File: config.mk
export PLATFORM = sky130hd
export DESIGN_NAME = mem_arbiter
export DESIGN_NICKNAME = d
export VERILOG_FILES = /design/src/rtl/mem_arbiter.sv
export SDC_FILE = /design/constraint.sdc
export NUM_CORES = 1
export LEC_CHECK = 0
export ABC_AREA = 1
export CAP_MARGIN = 0
export CORE_MARGIN = 5
export CORE_UTILIZATION = 44
export CTS_CLUSTER_SIZE = 30
export DETAILED_ROUTE_END_ITERATION = 10
export PLACE_DENSITY_LB_ADDON = 0.08
export SYNTH_ARGS = -nofsm -noshare
export SYNTH_HDL_FRONTEND = slang
export SYNTH_SLANG_ARGS = --single-unit
File: constraint.sdc
create_clock -name clk -period 1.61 [get_ports clk]
set_input_delay 0.483 -clock clk [delete_from_list [all_inputs] [get_ports clk]]
set_output_delay 0.483 -clock clk [all_outputs]
set_load 0.05 [all_outputs]
File: src/rtl/mem_arbiter.sv
// mem_arbiter: shares one 16-bit word-addressed memory between the CPU's
// instruction-fetch port and its data port. Only one transaction is in flight
// at a time. Data accesses win arbitration, except that a fetch waiting behind
// STARVE_MAX consecutive data grants is forced through next. Completion is
// reported with a one-cycle ready pulse and registered read data. The global
// pipeline stall is derived combinationally from the requests and ready pulses.
module mem_arbiter #(
    parameter int STARVE_MAX = 4  // 1..15
) (
    input  logic        clk,
    input  logic        rst_n,
    // instruction-fetch port
    input  logic        i_req,
    input  logic [15:0] i_addr,
    input  logic        i_abort,
    output logic        i_ready,
    output logic [15:0] i_rdata,
    // data (load/store) port
    input  logic        d_req,
    input  logic        d_wr,
    input  logic [15:0] d_addr,
    input  logic [15:0] d_wdata,
    output logic        d_ready,
    output logic [15:0] d_rdata,
    // memory side
    output logic        mem_en,
    output logic        mem_wr,
    output logic [15:0] mem_addr,
    output logic [15:0] mem_wdata,
    input  logic [15:0] mem_rdata,
    input  logic        mem_valid,
    // pipeline stall
    output logic        stall
);

    localparam logic [1:0] S_IDLE   = 2'd0;
    localparam logic [1:0] S_BUSY_I = 2'd1;
    localparam logic [1:0] S_BUSY_D = 2'd2;

    localparam logic [3:0] STARVE_LIM = 4'(STARVE_MAX);

    logic [1:0]  r_state;
    logic [1:0]  w_state_nxt;
    logic [3:0]  r_starve_cnt;
    logic        r_abort;
    logic        r_mem_en;
    logic        r_mem_wr;
    logic [15:0] r_mem_addr;
    logic [15:0] r_mem_wdata;
    logic        r_i_ready;
    logic        r_d_ready;
    logic [15:0] r_i_rdata;
    logic [15:0] r_d_rdata;

    logic        w_idle;
    logic        w_grant_d;
    logic        w_grant_i;
    logic        w_done_i;
    logic        w_done_d;
    logic        w_drop_i;

    // Arbitration: data wins unless the pending fetch has waited out its quota.
    assign w_idle    = (r_state == S_IDLE);
    assign w_grant_d = w_idle & d_req & (~i_req | (r_starve_cnt != STARVE_LIM));
    assign w_grant_i = w_idle & i_req & ~w_grant_d;

    // Completion edges; an abort seen on the completion edge itself also counts.
    assign w_done_i  = (r_state == S_BUSY_I) & mem_valid;
    assign w_done_d  = (r_state == S_BUSY_D) & mem_valid;
    assign w_drop_i  = r_abort | i_abort;

    // Next-state selection for the IDLE / BUSY_I / BUSY_D controller.
    always_comb begin
        // NOTE: default assignment first so every path assigns the variable and no latch is inferred.
        w_state_nxt = r_state;
        case (r_state)
            S_IDLE: begin
                if (w_grant_d) begin
                    w_state_nxt = S_BUSY_D;
                end else if (w_grant_i) begin
                    w_state_nxt = S_BUSY_I;
                end
            end
            S_BUSY_I, S_BUSY_D: begin
                if (mem_valid) begin
                    w_state_nxt = S_IDLE;
                end
            end
            default: w_state_nxt = S_IDLE;
        endcase
    end

    // State register and the fetch-abort flag, which lives only while BUSY_I.
    always_ff @(posedge clk or negedge rst_n) begin
        if (!rst_n) begin
            // NOTE: sequential state uses non-blocking assignments so all flops update together at the edge.
            r_state <= S_IDLE;
            r_abort <= 1'b0;
        end else begin
            r_state <= w_state_nxt;
            if (r_state != S_BUSY_I || mem_valid) begin
                r_abort <= 1'b0;
            end else if (i_abort) begin
                r_abort <= 1'b1;
            end
        end
    end

    // Fetch-starvation counter: counts data grants made over a waiting fetch.
    always_ff @(posedge clk or negedge rst_n) begin
        if (!rst_n) begin
            r_starve_cnt <= 4'd0;
        end else if (w_grant_d) begin
            if (!i_req) begin
                r_starve_cnt <= 4'd0;
            end else if (r_starve_cnt != STARVE_LIM) begin
                r_starve_cnt <= r_starve_cnt + 4'd1;
            end
        end else if (w_grant_i) begin
            r_starve_cnt <= 4'd0;
        end
    end

    // Memory command: latched on grant and held for the whole transaction.
    always_ff @(posedge clk or negedge rst_n) begin
        if (!rst_n) begin
            // NOTE: address/data registers are reset as well because the outputs must read 0 after reset.
            r_mem_en    <= 1'b0;
            r_mem_wr    <= 1'b0;
            r_mem_addr  <= 16'h0000;
            r_mem_wdata <= 16'h0000;
        end else begin
            r_mem_en <= w_grant_d | w_grant_i;
            if (w_grant_d) begin
                r_mem_wr    <= d_wr;
                r_mem_addr  <= d_addr;
                r_mem_wdata <= d_wdata;
            end else if (w_grant_i) begin
                r_mem_wr    <= 1'b0;
                r_mem_addr  <= i_addr;
            end
        end
    end

    // Responses: capture read data and pulse ready for one cycle on completion.
    always_ff @(posedge clk or negedge rst_n) begin
        if (!rst_n) begin
            r_i_ready <= 1'b0;
            r_d_ready <= 1'b0;
            r_i_rdata <= 16'h0000;
            r_d_rdata <= 16'h0000;
        end else begin
            r_i_ready <= w_done_i & ~w_drop_i;
            r_d_ready <= w_done_d;
            if (w_done_i && !w_drop_i) begin
                r_i_rdata <= mem_rdata;
            end
            if (w_done_d && !r_mem_wr) begin
                r_d_rdata <= mem_rdata;
            end
        end
    end

    assign mem_en    = r_mem_en;
    assign mem_wr    = r_mem_wr;
    assign mem_addr  = r_mem_addr;
    assign mem_wdata = r_mem_wdata;
    assign i_ready   = r_i_ready;
    assign i_rdata   = r_i_rdata;
    assign d_ready   = r_d_ready;
    assign d_rdata   = r_d_rdata;

    assign stall = (i_req & ~r_i_ready) | (d_req & ~r_d_ready);

endmodule

After elaboration in Yosys (flattened, before gate mapping) --
Index checks and enable logic that the tools add are counted.
Word-level totals: output and inout bits 69, RAM bits 0, bits in latches 0, memory bits (read-only) 0, memories kept 0, flip-flop bits (word level) 75, input bits 71, word-level logic and storage cells 62
Operators by class: bitwise operators 18, eq/ne operators 7, div/mod/pow operators 0, add/sub/neg operators 1, muxes and demuxes 14, multiply operators 0, reductions and logical operators 11, shifts and indexed selects 0, magnitude comparators 0
Operators with widths (count):
- 16-bit 2-to-1 mux | 2
- 4-bit 2-to-1 mux | 4
- 1-bit bitwise AND | 9
- 2-bit 2-to-1 mux | 3
- 1-bit inverter | 5
- 4-bit by 1-bit adder with 4-bit output, second input constant | 1
- 1-bit 2-to-1 mux | 4
- 4-bit by 3-bit != test with 1-bit output, second input constant | 1
- 1-bit bitwise OR | 4
- 2-bit one-hot mux with 2 select lines | 1
- 2-bit AND reduction | 2
- 2-bit nonzero test | 2
- 3-bit by 1-bit != test with 1-bit output, second input constant | 1
- 3-bit by 2-bit != test with 1-bit output, second input constant | 1
- 2-bit by 1-bit equality test with 1-bit output, second input constant | 1
- 2-bit equality test, second input constant | 1
- 1-bit logical AND | 2
- 1-bit logical NOT | 2
- 2-bit logical NOT | 1
- 2-bit by 1-bit != test with 1-bit output, second input constant | 1
- 2-bit != test, second input constant | 1
- 2-bit OR reduction | 1
- 1-bit logical OR | 1

Logic depth before layout (Yosys ltp) --
word-level depth 8, mapped depth 10, gate-level depth less buffers 9

Least setup slack after synthesis --
Ideal clock, no wire load.
kind register -> output, start point register r_i_ready, in the netlist i_ready, end point output stall, arrival time 1.403 ns, slack -0.276 ns, required time 1.127 ns, path buffers 0, cell stages (with the launch flop) 2, cell sequence dfrtp_1 > o22ai_1
Between the ends: longest elaborated chain between the ends 3
RTL lines:
- start, declared | RTL line 50 | logic r_i_ready;
- start signal, assigned | RTL line 153 | r_i_ready <= w_done_i & ~w_drop_i;
- 1-bit inverter | RTL line 173 | assign stall = (i_req & ~r_i_ready) | (d_req & ~r_d_ready);
- 1-bit bitwise AND | RTL line 173
- 1-bit bitwise OR | RTL line 173
- end, declared | RTL line 33 | output logic stall
Every way passes these cells.

Worst setup path in the final report --
Same ends and word-level chain as after synthesis.

==> impl_metrics.toml <==
[sta]
period_minus_slack_ps = 1606
fmax_mhz = 622.8
worstMarginPinSlew_ps = 412.5
finalSetupViolCount = 0
clock_skew_ps = 9.641
slew_viol_final = 0
period_share_pct = 99.72
final_hold_viol_count = 0
finalSetupTns_ps = 0
rsz0062_at_grt = "true"
slew-limit-headroom_pct = 72.50
whs_ps = 130.7

[yosys]
ys_types = 24
synth_area_um2 = 3537
synth-seq-cells = 75
ys_warn_count = 0
avgSynthCellArea_um2 = 8.544
synthCells = 414
syn_nets = 490
ys_seq_area_share_pct = 53.06

[drt]
dr_wl_met3_um = 821
via_count = 3179
drtPass1Iterations = 4
m1WireLength_um = 3621
remaining_drc_errors = 0
vias_per_cell = 4.766
drt-total-wl_um = 9428
wl_met2_um = 4855
antenna_left = 0
highest_layer = "met4"
wl_per_cell_um = 14.13
drt_iter0_markers = 137

[clocking]
clkTransAtPathRegs_ps = 80
htreeDepth = 3
clk_latency_ps = 350
cts_sinks = 75
cts_root_buffer = "clkbuf_8"
cts_tree = "built"
cts.path.max_buffers = 2
hold_buffers = 0
cts_buffers = 9

[finish]
area_delta_synth_final_pct = 70.53
fillers = 549
diodes = 0
drive_gt1_share_pct = 23.01
multi_input_area_um2 = 1282
fin_cells = 667
design_area_um2 = 6032
mostFrequentLayoutCell = "nand2_1"
nNetsFinal = 636
final_cell_mix = "148 x nand2_1, 75 x buf_12, 74 x dfrtp_1"
final_util_pct = 77.66
ff_latch_area_um2 = 1878

[setup_path]
crit_path_max_fanout = 2
r2r_cells = 9
required_ps = 1130
path_class = "register to primary output"
end_kind = "primary output"
crit_path_start_kind = "register"
arrival_ps = 1120

[grt]
grt_use_total_pct = 19.77
grt_max_degree = 76
grt_antenna_before_repair = 0
grt-ovfl-total = 0
grt_pass1_wl_um = 15710
grt_pass1_vias = 3383

[placement]
port_buffers = 139
place_hpwl_um = 7064
place_inst = 650
gp_congestion = 0.7692
dpl_cell_area_um2 = 5779

[floorplanning]
fp-row-count = 32
coreArea_um2 = 7767
die_area_um2 = 9932
start_util_pct = 45.54
fp.dieH_um = 99.66
pin_count = 140
dieWidth_um = 99.66

[pwr]
peakVddDrop_v = 0.001685
power_leakage_nw = 3.063
power_switching_mw = 6.262
seqPwrFrac_pct = 26.0
combPwrFrac_pct = 62.5
clkPwrFrac_pct = 11.4
sw_frac_of_total_pct = 44.68
power_density_nw_per_um2 = 2323
internal_power_mw = 7.753

[status]
outcome = "complete, no violations"

[flow_run]
drv_cap = 0

[hold_path]
min_path_type = "primary input to asynchronous set/reset pin"
-- through the flow --
step / setup slack, ps / power (mW)
5_1_grt: -47.86 / 14.77
2_1_floorplan: 2.418 / 7.908
3_5_place_dp: -270.4 / 12.48
6_report: 4.464 / 14.01
4_1_cts: -11.53 / 14.11
3_3_place_gp: -237.4 / 12.28
-- power by group through the flow --
| stage | logic [mW] | clock network [mW] | registers (mW) |
|---|---|---|---|
| 4_1_cts | 8.81 | 1.63 | 3.66 |
| 6_report | 8.77 | 1.60 | 3.65 |
| 3_5_place_dp | 8.80 | 0 | 3.68 |
| 5_1_grt | 9.28 | 1.73 | 3.76 |
| 2_1_floorplan | 1.91 | 0 | 6.00 |
| 3_3_place_gp | 8.65 | 0 | 3.63 |
-- worst max-delay path: stages, from the launching register on --
cell and delay (ps):
dfrtp_2 430, o22ai_4 200, buf_12 160
-- cells by family after synthesis --
group / synth area share [%]
AO/OA/AOI/OAI: 7.075
flip-flops: 53.06
XOR/XNOR: 0.2477
buffers and inverters: 11.43
adder cells (fa/ha/maj): 1.769
AND/OR/NAND/NOR: 26.42
-- per-layer routing --
layer	track usage (%)	up-vias
met1	21.83	1501
met2	35.30	102
met3	7.924	12
li1	-	1564
met5	0	-
met4	4.937	0
-- worst paths after layout --
kind / startpoint / to / slack, ps
min reg2reg: r_abort$_DFFE_PN0P_ / r_abort$_DFFE_PN0P_ / 510
max: i_ready$_DFF_PN0_ / stall / 4
max in group asynchronous: rst_n / i_ready$_DFF_PN0_ / 1120
min: rst_n / d_rdata[2]$_DFFE_PN0P_ / 130
min in group clk: r_abort$_DFFE_PN0P_ / r_abort$_DFFE_PN0P_ / 510
max reg2reg: r_starve_cnt[0]$_DFFE_PN0P_ / mem_addr[11]$_DFFE_PN0P_ / 160
-- cell type report --
class	instances	share of cell area (%)
timing repair buffer	156	37.92
sequential	75	31.13
multi-input combinational	255	21.26
inverter	63	3.941
clock buffer	12	2.406
tap	102	2.116
clock inverter	4	1.224
-- registers in the layout (all words and copies together), names as in the netlist --
signal / cells
d_rdata: 16
i_rdata: 16
mem_addr: 16
mem_wdata: 16
r_starve_cnt: 4
r_state: 2
d_ready: 1
i_ready: 1
mem_en: 1
mem_wr: 1
r_abort: 1
-- timing repair --
item                       4_1_cts  5_1_grt
resized for setup                5        4
pin swaps                        1        1
buffers inserted                 0        1
setup endpoints to repair        1       16
-- synth_stat cells --
cell      instances  area (um^2)
inv_1            54        202.7
buf_4             2        15.01
xnor2_1           1        8.760
nand4_1           1        6.260
clkinv_1          5        18.77
nor2_1            3        11.26
buf_2             7        35.03
or2_1             1        6.260
clkbuf_1          3        11.26
nand2_4           3        33.78
o22ai_1           1        6.260
clkinv_2          1        5.000
buf_6             8        90.09
nand2_1         148        555.5
ha_1              5        62.56
inv_2             3        11.26
nand2_2           1        6.260
o21ai_0           7        35.03
buf_8             1        15.01
dfrtp_1          75         1877
o21ai_2          17        148.9
nand3b_1         16        120.1
nand3_1          39        195.2
o21ai_1          12        60.06
(Power assumes the default switching activity.)
